--- src/rtl/hazard_ctrl.sv ---
// ============================================================================
// Module   : hazard_ctrl
// Brief    : Load-use stall / taken-branch squash sequencer for IF/ID and ID/EX
// Revision : 1.0 - initial release
// ============================================================================
`default_nettype none

module hazard_ctrl #(
    parameter int REGADDR_WIDTH   = 4,
    parameter int LU_STALL_CYCLES = 1,
    parameter int BR_FLUSH_CYCLES = 1,
    parameter int CNT_WIDTH       = 16
) (
    input  logic                     clk,
    input  logic                     reset,
    input  logic                     id_valid,
    input  logic [REGADDR_WIDTH-1:0] id_rs,
    input  logic [REGADDR_WIDTH-1:0] id_rt,
    input  logic                     id_uses_rs,
    input  logic                     id_uses_rt,
    input  logic                     ex_mem_read,
    input  logic [REGADDR_WIDTH-1:0] ex_rt,
    input  logic                     ex_branch,
    input  logic                     ex_branch_taken,
    output logic                     pc_write,
    output logic                     if_id_write,
    output logic                     if_id_flush,
    output logic                     id_ex_flush,
    output logic                     busy,
    output logic [CNT_WIDTH-1:0]     stall_cycles,
    output logic [CNT_WIDTH-1:0]     flush_events
);

    typedef enum logic [1:0] {
        RUN      = 2'd0,
        LU_STALL = 2'd1,
        BR_FLUSH = 2'd2
    } state_t;

    localparam logic [2:0] c_lu_init = 3'(LU_STALL_CYCLES - 1);
    localparam logic [2:0] c_br_init = 3'(BR_FLUSH_CYCLES - 1);

    state_t     r_state, w_state_nxt;
    logic [2:0] r_cnt, w_cnt_nxt;
    logic       w_br, w_lu, w_flush_evt;

    assign w_br = ex_branch & ex_branch_taken;
    assign w_lu = id_valid & ex_mem_read & (ex_rt != '0) &
                  ((id_uses_rs & (id_rs == ex_rt)) | (id_uses_rt & (id_rt == ex_rt)));

    always_comb begin
        w_state_nxt = r_state;
        w_cnt_nxt   = r_cnt;
        w_flush_evt = 1'b0;
        pc_write    = 1'b1;
        if_id_write = 1'b1;
        if_id_flush = 1'b0;
        id_ex_flush = 1'b0;
        case (r_state)
            RUN: begin
                if (w_br) begin
                    if_id_flush = 1'b1;
                    id_ex_flush = 1'b1;
                    w_flush_evt = 1'b1;
                    if (BR_FLUSH_CYCLES > 1) begin
                        w_state_nxt = BR_FLUSH;
                        w_cnt_nxt   = c_br_init;
                    end
                end else if (w_lu) begin
                    pc_write    = 1'b0;
                    if_id_write = 1'b0;
                    id_ex_flush = 1'b1;
                    if (LU_STALL_CYCLES > 1) begin
                        w_state_nxt = LU_STALL;
                        w_cnt_nxt   = c_lu_init;
                    end
                end
            end
            LU_STALL: begin
                pc_write    = 1'b0;
                if_id_write = 1'b0;
                id_ex_flush = 1'b1;
                w_cnt_nxt   = r_cnt - 3'd1;
                if (r_cnt == 3'd1) w_state_nxt = RUN;
            end
            BR_FLUSH: begin
                if_id_flush = 1'b1;
                id_ex_flush = 1'b1;
                w_cnt_nxt   = r_cnt - 3'd1;
                if (r_cnt == 3'd1) w_state_nxt = RUN;
            end
            default: begin
                w_state_nxt = RUN;
                w_cnt_nxt   = 3'd0;
            end
        endcase
        // Reset holds the pipeline frozen and fully squashed
        if (reset) begin
            pc_write    = 1'b0;
            if_id_write = 1'b0;
            if_id_flush = 1'b1;
            id_ex_flush = 1'b1;
        end
    end

    assign busy = (r_state != RUN) & ~reset;

    always_ff @(posedge clk or posedge reset) begin
        if (reset) begin
            r_state      <= RUN;
            r_cnt        <= 3'd0;
            stall_cycles <= '0;
            flush_events <= '0;
        end else begin
            r_state <= w_state_nxt;
            r_cnt   <= w_cnt_nxt;
            if (!pc_write && (stall_cycles != '1)) stall_cycles <= stall_cycles + 1'b1;
            if (w_flush_evt && (flush_events != '1)) flush_events <= flush_events + 1'b1;
        end
    end

endmodule

`default_nettype wire
--- config.mk ---
export PLATFORM = sky130hd
export DESIGN_NAME = hazard_ctrl
export DESIGN_NICKNAME = d
export VERILOG_FILES = /design/src/rtl/hazard_ctrl.sv
export SDC_FILE = /design/constraint.sdc
export NUM_CORES = 1
export LEC_CHECK = 0
export ABC_AREA = 1
export BUFFER_PORTS_ARGS = -buffer_cell sky130_fd_sc_hd__buf_2
export CAP_MARGIN = 10
export CORE_MARGIN = 2
export CORE_UTILIZATION = 35
export DETAILED_ROUTE_END_ITERATION = 10
export PLACE_DENSITY_LB_ADDON = 0.2
export SLEW_MARGIN = 0
export SYNTH_ARGS = -nofsm -noshare
export SYNTH_HDL_FRONTEND = slang
export SYNTH_SLANG_ARGS = --single-unit
--- constraint.sdc ---
create_clock -name clk -period 5.95 [get_ports clk]
set_input_delay 1.19 -clock clk [delete_from_list [all_inputs] [get_ports clk]]
set_output_delay 1.19 -clock clk [all_outputs]
set_load 0.005 [all_outputs]
## Word level (Yosys, flattened, before mapping)

Index checks and enable logic that the tools add are counted.
W data, S select, Z words.

- Register bits: 37
- Output and inout port bits: 37
- Word-level logic and storage cells: 48

- Muxes and demuxes: 15
- Equal/unequal tests: 8
- Bitwise logic cells: 10
- Reductions and logical operators: 8
- Add/subtract/negate cells: 3

Operators with widths:

| cell | number |
|---|---|
| $add A16 B1 Y16 const B | 2 |
| $ne A16 B16 Y1 const B | 2 |
| $mux W1 | 9 |
| $eq A4 B4 Y1 | 2 |
| $and A1 B1 Y1 | 7 |
| $pmux W1 S2 | 3 |
| $pmux W3 S2 | 1 |
| $pmux W2 S2 | 1 |
| $reduce_bool A4 Y1 | 1 |
| $eq A3 B1 Y1 const B | 1 |
| $sub A3 B1 Y3 const B | 1 |
| $eq A2 B1 Y1 const B | 1 |
| $eq A2 B2 Y1 const B | 1 |
| $logic_and A1 B1 Y1 | 2 |
| $logic_not A2 Y1 | 1 |
| $mux W2 | 1 |
| $ne A2 B1 Y1 const B | 1 |
| $not A1 Y1 | 2 |
| $reduce_and A2 Y1 | 1 |
| $reduce_bool A2 Y1 | 1 |
| $reduce_or A2 Y1 | 1 |
| $logic_not A1 Y1 | 1 |
| $or A1 B1 Y1 | 1 |

## Longest topological paths before layout

- Depth after elaboration: 10
- Gate-level depth with buffers: 12

## Least setup slack after synthesis

OpenSTA, ideal clock, no wires.

- Path type: input -> output
- From: input port reset
- To: output port pc_write
- Cell stages on the path: 5
- Required time: 4,760 ps
- Arrival: 2,570 ps
- Setup slack: 2,190 ps
- Cell sequence: inv_1 > nand2_1 > buf_2 > inv_1 > buf_4

- Longest elaborated chain between the ends: 1

Ends and longest elaborated chain:

| what | RTL line | text |
|---|---|---|
| start: declaration | 15 | `input logic reset,` |
| $mux W1 | - |  |
| end: declaration | 25 | `output logic pc_write,` |

Every way passes these cells.

## Final worst setup path

- From: input port reset
- To: output port if_id_write

- Longest elaborated chain between the ends: 1

Ends and longest elaborated chain:

| what | RTL line | text |
|---|---|---|
| $mux W1 | 98 | `if (reset) begin` |
| end: declaration | 26 | `output logic if_id_write,` |

Every way passes these cells.

==> results.md <==
Clock tree:
- After clock tree synthesis, the clock-pin slew on the worst setup and hold paths is 0.07 ns.
- The post-cts repair resize count is 0.
- The post-cts hold buffer count is 0.
- CTS placed an instance of clkbuf_8 at the clock tree root.
- The H-tree depth is 2.
- In this run, CTS created clock tree buffers numbering 5.
- The count of clock tree sinks is 32.
- The TritonCTS clock tree is yes.
- The number of buffers inserted by post-CTS setup repair is 0.
- The clock passes through at most 2 buffers.
- The clock insertion delay at the later pin of the skew report is 0.28 ns.

STA:
- The max-slew violation total from the final report was 0.
- The setup violation total in the final timing report is 0.
- The final count of hold timing violations was 0.
- Setup repair after global routing left no endpoint under its margin.
- Adding up every negative setup slack in the final design gives 0 ns.
- The maximum clock frequency is 267 MHz.
- In this run the tightest slew margin relative to its limit is 55.1%.
- The clock period minus worst slack is 3.75 ns.
- For the pin with the worst max-slew slack, the measured transition is 0.671 ns.
- Clock skew on the completed layout was measured at 0.00347 ns.
- In the finished design, the share of the clock period the worst path needs comes to 63.1%.

Setup path:
- The arrival time at the worst endpoint is 2.56 ns.
- In this run the worst path has a maximum fanout of 35.
- STA puts the critical path data required time at 4.76 ns.
- The worst setup path is launched from an input pin.
- The type of destination of the critical path is an output pin.
- The kind of critical path is in -> out.

GRT:
- Entering global routing, the biggest net connects 36 pins.
- The number of global-route vias before repair is 1712.
- The first global-routing pass estimated 7400 um of wire.
- Global routing used 14.5% of the available tracks.
- The total grt overflow is 0.
- The number of antenna violations at the first check in global routing is 0.

Route:
- The total length of routed met3 wires is 209 um.
- For this block, the routed nets add up to 4490 um of wire.
- The residual DRC count is 0.
- The number of design-rule violations left by the first detailed-router iteration is 75.
- The number of vias in the routed layout is 1858.
- The highest metal layer with signal wires is met4.
- The routed length on met2 is 2240 um.
- In the final routed layout, each cell accounts on average for 11.0 um.
- The first-pass detailed-route iteration total is 4.
- The routed metal-1 wire length is 2020 um.
- The post-route antenna net violation count is 0.
- The mean number of vias per cell is 4.55.

Synthesis:
- Counting distinct cell types in the post-synthesis netlist gives 25.
- For this run, the number of Yosys warnings is 0.
- After synthesis, flip-flops and latches occupy 39.7% of the total area.
- The total of flip-flops plus latches after synthesis is 32.
- The cell area after synthesis is 0.00202 sq mm.
- The area fraction in and, or, nand and nor cells after synthesis is 36.8%.
- After synthesis, the share of flip-flops with an asynchronous set or reset is 100%.
- The largest family of logic cells by synthesized area is simple AND/OR/NAND/NOR gates.
- When the netlist entered floorplanning its net count stood at 301.
- Summing the areas of all compound-gate instances in the mapped netlist gives 1.92% of the synthesized area.
- The cell count after synthesis came out at 279.
- The flip-flop cell with the highest count after synthesis is dfrtp_1.
- Summing the areas of all fa, ha and maj instances in the mapped netlist gives 1.24% of the synthesized area.
- Summing the areas of all xor and xnor instances in the mapped netlist gives 11.3% of the synthesized area.
- The mean instance size in the synthesized netlist is 7.23 sq um.
- The count of flip-flops with a built-in enable after synthesis is 0.
- The fraction of synthesized area in multiplexers is 0%.

Run status:
- The run finished with clean final reports.

Power and ir drop:
- The part of the power in registers is 45.2%.
- Combinational logic burns 20.7% of the power.
- In this run the static leakage power is 0.00134 uW.
- The worst vdd rail ir drop is 0.125 mV.
- The switching fraction of total power is 30.1%.
- The internal power of the cells totals 468 uW.
- The switching power of the nets is 202 uW.
- The part of the total power dissipated in the clock network is 34.2%.
- Dividing total power by cell area gives a power density of 272 mW/mm^2.

Run:
- The total of max-cap violations is 0.

Cells and area:
- Leaving out fill and tap cells, the most frequent cell in the layout is nand2_1.
- The library cells used most frequently in the layout, excluding fill and tap cells, are nand2_1 (93), buf_2 (55), inv_1 (33).
- In the final layout, the share of cells above drive strength 1 is 20.8%.
- After filler insertion, the fill cell instance count of the layout stands at 594.
- The number of standard cells in the final layout excluding fillers is 408.
- The number of diodes is 0.
- The area growth from synthesis to layout is 22.2%.
- The post-layout net count is 357.

Place:
- The final RePlAce weighted congestion is 0.866.
- After legalization and detailed placement, the total HPWL measured 3320 um.
- The number of placed instances, taps included, is 400.
- The quantity of I/O buffers inserted on ports is 55.

Die:
- The effective utilization at floorplan is 36.4%.
- The area of the core is 0.00554 sq mm.
- From left edge to right edge, the die measures 79.9 um.
- The row count is 27.
- The die is 79.9 um tall.
- The floorplan die area is 0.00639 sq mm.
- The number of placed I/O pins is 57.

Hold path:
- The path type of the worst min-delay path is reg -> reg.
## cell usage after synthesis (2+ instances only)
library cell,instances,share of area (%)
buf_2,2,0.50
xor2_1,18,7.8
dfrtp_1,32,40
xnor2_1,8,3.5
buf_4,4,1.5
o21ai_0,5,1.2
nor3_1,10,2.5
nand4_1,4,1.2
nand3_1,32,7.9
inv_1,33,6.1
nand2_1,93,17
nor2_1,24,4.5
ha_1,2,1.2
## cell families after synthesis
family,count (synthesis)
adder cells (fa/ha/maj),2
other,1
flip-flops,32
AND/OR/NAND/NOR,170
buffers and inverters,41
XOR/XNOR,26
AO/OA/AOI/OAI,7
## layout make-up
cell class                 instances  area [sq um]  share of cell area, %
timing repair buffer              56           283                   11.5
sequential                        32           801                   32.5
clock inverter                     1          30.0                   1.22
multi-input combinational        206          1040                   42.1
clock buffer                       7          96.3                   3.91
inverter                          34           128                   5.18
tap                               72          90.1                   3.65
## routing by layer
layer / up-vias / global-route usage, %
met4: 0 / 3.90
met5: - / 0
li1: 981 / -
met1: 835 / 17.8
met3: 2 / 3.51
met2: 40 / 25.2
## path summary, 6_finish.rpt
| kind | start | endpoint | slack, ns | cells past startpoint |
|---|---|---|---|---|
| max in group asynchronous | reset | flush_events[9]$_DFFE_PP0P_ | 4.63 | 3 |
| min in group asynchronous | reset | stall_cycles[4]$_DFFE_PP0P_ | 0.99 | 3 |
| worst max register to register | flush_events[0]$_DFFE_PP0P_ | flush_events[9]$_DFFE_PP0P_ | 3.83 | 8 |
| worst max-delay path | reset | if_id_write | 2.20 | 6 |
| worst min register to register | flush_events[7]$_DFFE_PP0P_ | flush_events[7]$_DFFE_PP0P_ | 0.50 | 1 |
| worst min-delay path | flush_events[7]$_DFFE_PP0P_ | flush_events[7]$_DFFE_PP0P_ | 0.50 | 1 |
## through the flow
stage	setup WS [ns]	cell area (sq um)	hold WS, ns	utilization [%]	power [uW]
floorplan	2.19	2020	0.484	-	384
global placement	2.16	2340	0.481	42.2	444
detailed placement	2.12	2340	0.485	42.2	447
CTS	2.12	2460	0.497	44.5	679
global route	1.95	2460	0.521	44.5	716
finish	2.20	2460	0.495	44.5	670
## worst max-delay path: stages
cell	delay (ns)
buf_2	0.09
inv_1	0.04
buf_4	0.38
nand2_1	0.53
inv_1	0.18
buf_2	0.13
## power groups by stage
stage	registers (uW)	logic (uW)	clock network, uW
floorplan	301	82.3	0
global placement	305	139	0
detailed placement	306	140	0
CTS	302	141	236
global route	310	158	248
finish	303	138	229
## flip-flops by register name, summed over array words and instances (netlist names)
| signal | flops |
|---|---|
| flush_events | 16 |
| stall_cycles | 16 |
Power figures use the tool's default switching activity.
